===== src/rtl/video_timing_pkg.sv =====
// Shared video timing definitions: level codes, PAL/NTSC line counts and
// line ranges, and the line-type enum used by the sync generator.
package video_timing_pkg;

   localparam logic [2:0] LVL_SYNC  = 3'b000;
   localparam logic [2:0] LVL_BLACK = 3'b001;
   localparam logic [2:0] LVL_GRAY0 = 3'b010;
   localparam logic [2:0] LVL_GRAY1 = 3'b011;
   localparam logic [2:0] LVL_GRAY2 = 3'b100;
   localparam logic [2:0] LVL_GRAY3 = 3'b101;
   localparam logic [2:0] LVL_GRAY4 = 3'b110;
   localparam logic [2:0] LVL_GRAY5 = 3'b111;

   localparam logic [8:0] PAL_LINES  = 9'd312;
   localparam logic [8:0] NTSC_LINES = 9'd262;

   // Last line (inclusive) of each region
   localparam logic [8:0] PAL_BROAD_LAST    = 9'd1;
   localparam logic [8:0] PAL_BS_LINE       = 9'd2;
   localparam logic [8:0] PAL_SHORT_LAST    = 9'd4;
   localparam logic [8:0] PAL_ACTIVE_LAST   = 9'd308;

   localparam logic [8:0] NTSC_SHORT0_LAST  = 9'd2;
   localparam logic [8:0] NTSC_BROAD_LAST   = 9'd5;
   localparam logic [8:0] NTSC_SHORT1_LAST  = 9'd8;
   localparam logic [8:0] NTSC_BLANK_LAST   = 9'd19;
   localparam logic [8:0] NTSC_ACTIVE_LAST  = 9'd261;

   typedef enum logic [2:0] {
      BROAD,
      BROAD_SHORT,
      SHORT,
      BLANK,
      ACTIVE
   } line_type_e;

   function automatic logic [8:0] frame_lines(input logic ntsc);
      return ntsc ? NTSC_LINES : PAL_LINES;
   endfunction

endpackage


===== src/rtl/video_line_classifier.sv =====
// Combinational map of (mode, field, line) to the line type driving the
// sync pulse shape.
module video_line_classifier
   import video_timing_pkg::*;
(
   input  logic       mode_ntsc,
   input  logic       field,
   input  logic [8:0] line,
   output line_type_e line_type
);

   always_comb begin
      line_type = SHORT;
      // extra line of the odd field carries equalising pulses only
      if (field && (line == frame_lines(mode_ntsc))) begin
         line_type = SHORT;
      end else if (mode_ntsc) begin
         if (line <= NTSC_SHORT0_LAST)      line_type = SHORT;
         else if (line <= NTSC_BROAD_LAST)  line_type = BROAD;
         else if (line <= NTSC_SHORT1_LAST) line_type = SHORT;
         else if (line <= NTSC_BLANK_LAST)  line_type = BLANK;
         else if (line <= NTSC_ACTIVE_LAST) line_type = ACTIVE;
         else                               line_type = SHORT;
      end else begin
         if (line <= PAL_BROAD_LAST)        line_type = BROAD;
         else if (line == PAL_BS_LINE)      line_type = BROAD_SHORT;
         else if (line <= PAL_SHORT_LAST)   line_type = SHORT;
         else if (line <= PAL_ACTIVE_LAST)  line_type = ACTIVE;
         else                               line_type = SHORT;
      end
   end

endmodule


===== src/rtl/composite_sync_gen.sv =====
// PAL/NTSC composite sync generator with pixel column, line and frame-start
// outputs. Interlaced fields are enabled by defining COMPOSITE_INTERLACE_EN.
module composite_sync_gen
   import video_timing_pkg::*;
#(
   parameter int HALF_LINE    = 64,
   parameter int HSYNC_LEN    = 9,
   parameter int ACTIVE_START = 21,
   parameter int ACTIVE_END   = 125,
   parameter int BROAD_LEN    = 55,
   parameter int EQ_LEN       = 5
) (
   input  logic                                        syn_clk,
   input  logic                                        rst_n,
   input  logic                                        mode_ntsc,
   output logic [2:0]                                  sync_signal,
   output logic                                        row_enable,
   output logic                                        vblank,
   output logic [$clog2(ACTIVE_END-ACTIVE_START)-1:0]  pix_x,
   output logic [8:0]                                  line_num,
   output logic                                        frame_start,
   output logic                                        field
);

   localparam int H_W   = $clog2(2*HALF_LINE);
   localparam int PIX_W = $clog2(ACTIVE_END-ACTIVE_START);
   // one spare bit so ACTIVE_END may equal the full line length
   localparam int C_W   = H_W + 1;

   localparam logic [C_W-1:0] H_LAST_C = C_W'(2*HALF_LINE-1);
   localparam logic [C_W-1:0] HALF_C   = C_W'(HALF_LINE);
   localparam logic [C_W-1:0] HSYNC_C  = C_W'(HSYNC_LEN);
   localparam logic [C_W-1:0] AST_C    = C_W'(ACTIVE_START);
   localparam logic [C_W-1:0] AEND_C   = C_W'(ACTIVE_END);
   localparam logic [C_W-1:0] BROAD_C  = C_W'(BROAD_LEN);
   localparam logic [C_W-1:0] EQ_C     = C_W'(EQ_LEN);

   logic [H_W-1:0]   h_q, h_d;
   logic [8:0]       line_q, line_d;
   logic             mode_q, mode_d;
   logic             field_q;
   logic [8:0]       last_line;
   line_type_e       line_type;

   logic [C_W-1:0]   h_c, hp_c;
   logic             in_sync, in_active;

   logic [2:0]       sync_q, sync_d;
   logic             row_q, row_d;
   logic             vblank_q, vblank_d;
   logic [PIX_W-1:0] pix_q, pix_d;
   logic [8:0]       line_num_q, line_num_d;
   logic             fs_q, fs_d;
   logic             field_out_q, field_out_d;

`ifdef COMPOSITE_INTERLACE_EN
   logic             field_d;
   assign last_line = frame_lines(mode_q) - 9'd1 + {8'd0, field_q};
`else
   assign field_q   = 1'b0;
   assign last_line = frame_lines(mode_q) - 9'd1;
`endif

   video_line_classifier u_classifier (
      .mode_ntsc (mode_q),
      .field     (field_q),
      .line      (line_q),
      .line_type (line_type)
   );

   assign h_c  = {1'b0, h_q};
   assign hp_c = (h_c >= HALF_C) ? (h_c - HALF_C) : h_c;

   always_comb begin
      h_d    = h_q + H_W'(1);
      line_d = line_q;
      mode_d = mode_q;
`ifdef COMPOSITE_INTERLACE_EN
      field_d = field_q;
`endif
      if (h_c == H_LAST_C) begin
         h_d = '0;
         if (line_q == last_line) begin
            line_d = '0;
            mode_d = mode_ntsc;
`ifdef COMPOSITE_INTERLACE_EN
            field_d = ~field_q;
`endif
         end else begin
            line_d = line_q + 9'd1;
         end
      end
   end

   always_comb begin
      in_sync   = 1'b0;
      in_active = 1'b0;
      case (line_type)
         BROAD:       in_sync = (hp_c < BROAD_C);
         BROAD_SHORT: in_sync = (h_c < HALF_C) ? (hp_c < BROAD_C) : (hp_c < EQ_C);
         SHORT:       in_sync = (hp_c < EQ_C);
         BLANK:       in_sync = (h_c < HSYNC_C);
         ACTIVE: begin
            in_sync   = (h_c < HSYNC_C);
            in_active = (h_c >= AST_C) && (h_c < AEND_C);
         end
         default: ;
      endcase
      sync_d      = (in_sync && !in_active) ? LVL_SYNC : LVL_BLACK;
      row_d       = in_active;
      pix_d       = in_active ? PIX_W'(h_c - AST_C) : '0;
      vblank_d    = (line_type != ACTIVE);
      line_num_d  = line_q;
      fs_d        = (h_q == '0) && (line_q == '0);
      field_out_d = field_q;
   end

   always_ff @(posedge syn_clk) begin
      if (!rst_n) begin
         h_q         <= '0;
         line_q      <= '0;
         mode_q      <= mode_ntsc;
         sync_q      <= LVL_BLACK;
         row_q       <= 1'b0;
         vblank_q    <= 1'b1;
         pix_q       <= '0;
         line_num_q  <= '0;
         fs_q        <= 1'b0;
         field_out_q <= 1'b0;
`ifdef COMPOSITE_INTERLACE_EN
         field_q     <= 1'b0;
`endif
      end else begin
         h_q         <= h_d;
         line_q      <= line_d;
         mode_q      <= mode_d;
         sync_q      <= sync_d;
         row_q       <= row_d;
         vblank_q    <= vblank_d;
         pix_q       <= pix_d;
         line_num_q  <= line_num_d;
         fs_q        <= fs_d;
         field_out_q <= field_out_d;
`ifdef COMPOSITE_INTERLACE_EN
         field_q     <= field_d;
`endif
      end
   end

   assign sync_signal = sync_q;
   assign row_enable  = row_q;
   assign vblank      = vblank_q;
   assign pix_x       = pix_q;
   assign line_num    = line_num_q;
   assign frame_start = fs_q;
   assign field       = field_out_q;

endmodule


===== config.mk =====
export PLATFORM = sky130hd
export DESIGN_NAME = composite_sync_gen
export DESIGN_NICKNAME = d
export VERILOG_FILES = /design/src/rtl/video_timing_pkg.sv /design/src/rtl/video_line_classifier.sv /design/src/rtl/composite_sync_gen.sv
export SDC_FILE = /design/constraint.sdc
export NUM_CORES = 1
export LEC_CHECK = 0
export CORE_MARGIN = 1.5
export CORE_UTILIZATION = 29
export CTS_CLUSTER_DIAMETER = 60
export DETAILED_ROUTE_END_ITERATION = 10
export PLACE_DENSITY = 0.46
export SETUP_SLACK_MARGIN = 0.2
export SYNTH_ARGS = -nofsm -noshare
export SYNTH_HDL_FRONTEND = slang
export SYNTH_SLANG_ARGS = --single-unit

===== constraint.sdc =====
create_clock -name syn_clk -period 2 [get_ports syn_clk]
set_input_delay 0.4 -clock syn_clk [delete_from_list [all_inputs] [get_ports syn_clk]]
set_output_delay 0.4 -clock syn_clk [all_outputs]
set_load 0.03 [all_outputs]

==> results of run 1 <==
## cell families after synthesis
logic type	Yosys count	share of synthesized area
AO/OA/AOI/OAI	27	0.123
AND/OR/NAND/NOR	87	0.251
XOR/XNOR	17	0.0826
other	1	0.00208
flip-flops	37	0.416
adder cells (fa/ha/maj)	6	0.0416
buffers and inverters	28	0.0729
multiplexers	2	0.0111
## path summary, 6_finish.rpt
| path | endpoint | depth (start not counted) | slack, ns | start |
|---|---|---|---|---|
| worst max-delay path | sync_signal[0] | 6 | 0.19 | line_num_d[6] |
| worst min-delay path | line_num[5] | 1 | 0.52 | line_num_d[5] |
| worst max register to register | sync_signal[0] | 6 | 0.19 | line_num_d[6] |
| worst min register to register | line_num[5] | 1 | 0.52 | line_num_d[5] |
## report_power, final
group / switching [uW] / total (uW) / internal, uW
Clock: 267 / 578 / 312
Combinational: 53.4 / 92.1 / 38.6
Sequential: 5.24 / 751 / 746
Total: 325 / 1420 / 1100
## cell usage after synthesis (all sizes together), types with 2 or more instances
master / instances
o21ai: 6
a31oi: 2
or3: 3
clkbuf: 7
nor2b: 2
nor3: 7
xnor2: 12
ha: 6
o211ai: 3
a22oi: 2
dfxtp: 36
a21oi: 2
buf: 10
xor2: 5
nor4: 2
and2: 13
mux2i: 2
nand2b: 2
nor2: 25
o2111ai: 2
inv: 11
nand3: 7
nand2: 12
nand4: 6
## area by class of cell
cell class                      instances  area share
Multi-Input combinational cell        142       0.396
Clock buffer                            7      0.0389
Inverter                               11      0.0187
Timing Repair Buffer                   58       0.198
Tap cell                               75      0.0379
Sequential cell                        37       0.309
Clock inverter                          1     0.00202
## cells in the final DEF (no fill, tap or decap), types with 2 or more instances in the layout
cell / synthesis / final
buf_4: 3 / 36
dfxtp_1: 36 / 29
nor2_1: 25 / 25
clkdlybuf4s50_1: 0 / 22
and2_1: 13 / 13
nand2_1: 12 / 12
xnor2_1: 12 / 12
inv_1: 11 / 8
nand3_1: 7 / 7
clkbuf_8: 0 / 7
nand4_1: 6 / 6
nor3_1: 7 / 6
o21ai_0: 6 / 6
xor2_1: 5 / 5
ha_1: 6 / 5
dfxtp_2: 0 / 5
conb_1: 1 / 3
inv_4: 0 / 2
nor2b_1: 2 / 2
or3_1: 2 / 2
nor4_1: 2 / 2
nand2b_1: 2 / 2
mux2i_1: 2 / 2
a21oi_1: 2 / 2
o211ai_1: 2 / 2
dfxtp_4: 0 / 2
## metal layers
metal,share of wire,routed length (um)
met1,0.51,2150
met2,0.45,1870
met3,0.030,128
met4,0.014,59
met5,0,0
## worst max-delay path, delay by kind of cell (launching register included)
family	cells	cell delay (ns)
AO/OA/AOI/OAI	4	0.71
flip-flops	1	0.35
multiplexers	1	0.25
AND/OR/NAND/NOR	1	0.40
## stage by stage
step	hold slack, ns	setup WS, ns	std cells	area (um^2)
2_1_floorplan	0.476	0.189	207	1840
3_3_place_gp	0.538	0.0415	314	2250
3_5_place_dp	0.528	0.0387	314	2250
4_1_cts	0.543	0.188	330	2450
5_1_grt	0.541	0.0850	331	2480
6_report	0.519	0.194	331	2480
## what timing repair did
action                                  in CTS  in global routing
pin swaps                                    5                  4
setup buffers                                8                  1
gates resized for setup                     14                  6
endpoints found under the setup margin       9                 11
## registers in the layout, summed over array words and instances (netlist names)
register,count
frame_start,1
h_q,7
line_num,9
line_num_d,9
mode_q,1
pix_x,7
row_enable,1
sync_signal,1
vblank,1
==> metrics.txt, run 1 <==
# setup viols final 0; Clock Skew 0.00334 ns; cell taking the most area after synthesis dfxtp_1; antenna cells 0; M1 GR Usage 0.183; Startpoint Class flop; IO Count 26; gate count after technology mapping 205; Die Area 0.00670 mm^2; Unique masters post-synth 49; met3 global-route usage 0.0311; post-layout util 0.416; layout cell share with drive strength beyond 1 0.258; Pleak 0.00101 uW; Hold Buf Count CTS 0; RSZ-0062 raised after global routing true; crit-path cells or3_4 > a2111oi_4 > a22oi_2 > o211ai_1 > mux2i_1 > o211ai_2; Reg clk slew, reported paths 0.07 ns; syn_area_per_cell 8.80 um^2; Post-synth ARST share 0; f_max 554 MHz; CP max-delay cell or3_4; Power Total 1420 uW; Filler Cell Count 600; vias per cell 4.66; worst-path maximum fanout 5; Synth area leaders dfxtp_1 40%, xnor2_1 5.8%, nor2_1 5.2%; routed wire length 4210 um; Iter 0 DRT Violations 77; Max Cap Viol 0; total track usage 0.135; status complete, no violations; Die H 81.9 um; Post-synth EDFFs 1; WL/cell 12.7 um; FF+latch area 764 um^2; NumNets Final 264; Setup Crit Path Kind reg -> reg; H-tree depth 2; clock sinks 37; register area share after synthesis 0.416; Core Area 0.00596 mm^2; GRT overflow 0; largest net degree at the start of global routing 16; Clock Tree Buf Depth 2; Req. time, crit path 2.17 ns; CTS buffer count 5; P&R area growth vs syn 37.4%; Port Buf Inserts 22; initial antenna violation count 0; area share of the largest cell type after synthesis 0.400; vias after detailed routing 1542; min Tclk post-route 1.81 ns; Pwr Density 574 mW/mm^2; Final HPWL DP 3110 um; Chip Width 81.9 um; Starting Density 0.303; Worst Hold Class reg -> reg; ANT nets after route 0; max incr delay on CP 0.40 ns; Hold Vio Cnt, Final 0; Worst setup EP type flop; most used routing layer met2; Final Cycle Share 0.903; vias in the first global route 1436; Final TNS setup 0 ns; DRT Pass-1 Iters 4; commonest register cell after synthesis dfxtp_1; multi-input logic area 981 um^2; CTS tree done; Ys Warns 0; met2 Use GR 0.208; CP arrival 1.98 ns; root buf cell clkbuf_8; VDD IR-drop max 0.199 mV; Clock Latency Late Sink 0.29 ns; gpl congestion 0.873; first-pass GRT wire length 6700 um; max-slew violations 0; Post-Syn Area 0.00180 mm^2; DRC 0; Rows 28; register bit total from synthesis 37
Power figures use the tool's default switching activity.
==> inputs of run 2 (changes only) <==
--- a/config.mk
+++ b/config.mk
@@ -5,11 +5,13 @@
 export SDC_FILE = /design/constraint.sdc
 export NUM_CORES = 1
 export LEC_CHECK = 0
+export ABC_AREA = 0
 export CORE_MARGIN = 1.5
 export CORE_UTILIZATION = 29
 export CTS_CLUSTER_DIAMETER = 60
 export DETAILED_ROUTE_END_ITERATION = 10
 export PLACE_DENSITY = 0.46
+export RECOVER_POWER = 25
 export SETUP_SLACK_MARGIN = 0.2
 export SYNTH_ARGS = -nofsm -noshare
 export SYNTH_HDL_FRONTEND = slang
==> run 2 against run 1 <==
Utilization is 0.13 points lower. Total power hardly changed. First-iteration DRC count is 10% higher. Clock skew hardly changed. Flip-flop and latch count stayed put. Largest cell class unchanged. Setup slack better by 0.0016 ns.
==> metrics.txt, run 2 (synthesis gave the netlist of run 1 again) <==
status complete, no violations; max incr delay on CP 0.40 ns (about the same); root buf cell clkbuf_8; Core Area 0.00596 mm^2 (unchanged); Filler Cell Count 601 (+0.17%); CTS buffer count 5 (unchanged); Final Cycle Share 0.902 (about the same); initial antenna violation count 0 (unchanged); CTS tree done; largest net degree at the start of global routing 16 (unchanged); max-slew violations 0 (unchanged); CP max-delay cell or3_4; Clock Skew 0.00336 ns (+0.0000160 ns); Worst Reg-to-Reg Cells 6 (unchanged); gpl congestion 0.873 (unchanged); Reg clk slew, reported paths 0.07 ns (about the same); Sequential Power Share 0.528 (about the same); Port Buf Inserts 22 (unchanged); most frequent cells in the layout 34 x buf_4, 29 x dfxtp_1, 25 x nor2_1; Die Area 0.00670 mm^2 (unchanged); multi-input logic area 981 um^2 (unchanged); hold path endpoint line_num[5]; Design Area, Final 0.00247 mm^2 (-0.30%); Finished Layout Cells 331 (unchanged); Worst setup EP type flop; Placed Cells 314 (unchanged); vias in the first global route 1436 (unchanged); Pwr Density 576 mW/mm^2 (+0.34%); DRT Pass-1 Iters 4 (unchanged); Hold Vio Cnt, Final 0 (unchanged); Clock Latency Late Sink 0.29 ns (about the same); Starting Density 0.303 (unchanged); Req. time, crit path 2.17 ns (about the same); Worst Hold Class reg -> reg; Setup Crit Path Kind reg -> reg; H-tree depth 2 (unchanged); Clock Tree Buf Depth 2 (unchanged); vias after detailed routing 1550 (+0.52%); GRT overflow 0 (unchanged); antenna cells 0 (unchanged); Max Cap Viol 0 (unchanged); RSZ-0062 raised after global routing true; Chip Width 81.9 um (unchanged); f_max 554 MHz (about the same); R2R Setup Slk 0.20 ns (about the same); leading cell type in the layout, fill and taps excluded buf_4; vias per cell 4.68 (+0.52%); Rows 28 (unchanged); Final TNS setup 0 ns (unchanged); sw frac 0.231 (+0.00192); Clock Power Share 0.408 (about the same); routed wire length 4240 um (+0.64%); # setup viols final 0 (unchanged); hold depth 1 (unchanged); WL/cell 12.8 um (+0.64%); R2R Path End sync_signal[0]; ANT nets after route 0 (unchanged); P&R area growth vs syn 37.0%; IO Count 26 (unchanged); Power Total 1420 uW (about the same); crit-path cells or3_4 > a2111oi_4 > a22oi_2 > o211ai_1 > mux2i_1 > o211ai_2; launch point of the worst reg-to-reg path line_num_d[6]; Worst Hold Launch line_num_d[5]; Die H 81.9 um (unchanged); CP arrival 1.98 ns (about the same); min Tclk post-route 1.80 ns (-0.00155 ns); Int Pwr 1090 uW (-0.21%); Final HPWL DP 3110 um (unchanged); first-pass GRT wire length 6700 um (unchanged); switching pwr 328 uW (+0.87%); total track usage 0.135 (unchanged); combinational share of power 0.063 (-0.002); NumNets Final 264 (unchanged); Startpoint Class flop; clock sinks 37 (unchanged); worst-path maximum fanout 5 (unchanged); DRC 0 (unchanged); cell area after placement 0.00225 mm^2 (unchanged); Pleak 0.00100 uW (-0.92%); layout cell share with drive strength beyond 1 0.250 (-0.00781); Iter 0 DRT Violations 85 (+10%); worst hold slack 0.519 ns (+0.00000200 ns); FF+latch area 764 um^2 (unchanged); VDD IR-drop max 0.198 mV (-0.29%)
==> run 2: stage by stage <==
step	utilization	worst slack [ns]
after floorplan	-	0.189
after global placement	0.378	0.0415
after detailed placement	0.378	0.0387
after CTS	0.411	0.188
after global routing	0.415	0.0850
final	0.415	0.196
==> run 2: power by group through the flow <==
stage                     sequential (uW)  combinational, uW  clock [uW]
after floorplan                       779               52.6           0
after global placement                771               93.7           0
after detailed placement              771               92.5           0
after CTS                             751               93.5         605
after global routing                  752               99.7         634
final                                 751               90.3         581
==> run 2: area by class of cell <==
type | instances | area share
clock buffers | 7 | 0.0390
flip-flops and latches | 37 | 0.310
inverters | 11 | 0.0187
repair buffers | 58 | 0.196
well taps | 75 | 0.0380
clock inverters | 1 | 0.00203
multi-input cells | 142 | 0.397
==> run 2: worst max-delay path by stage <==
stage | startpoint | end | slack [ns] | depth (start not counted)
final | line_num_d[6] | sync_signal[0] | 0.20 | 6
after detailed placement | line_num_d[0] | pix_x[2] | 0.04 | 8
after floorplan | line_num_d[1] | sync_signal[0] | 0.19 | 9
after global routing | line_num_d[6] | sync_signal[0] | 0.09 | 7
after CTS | line_num_d[6] | sync_signal[0] | 0.19 | 6
after global placement | line_num_d[0] | pix_x[3] | 0.04 | 8
==> run 2: worst max-delay path, delay by kind of cell (launching register included) <==
family	cells	cell delay [ns]
simple gates	1	0.40
compound gates	4	0.71
mux	1	0.25
flops	1	0.35
==> run 2: layer usage <==
layer / part of all wire / routed length, um / vias to the layer above / global-route usage
met5: 0 / 0 / - / 0
met3: 0.042 / 179 / 5 / 0.0311
met1: 0.50 / 2120 / 727 / 0.183
met4: 0.011 / 46 / 0 / 0.0458
met2: 0.45 / 1890 / 33 / 0.208
li1: - / - / 785 / -
==> run 2: repair_timing <==
action                     CTS  global route
setup buffers                8             1
pin swaps                    5             4
gates resized for setup     14             6
setup endpoints to repair    9            11
hold buffers                 0             0
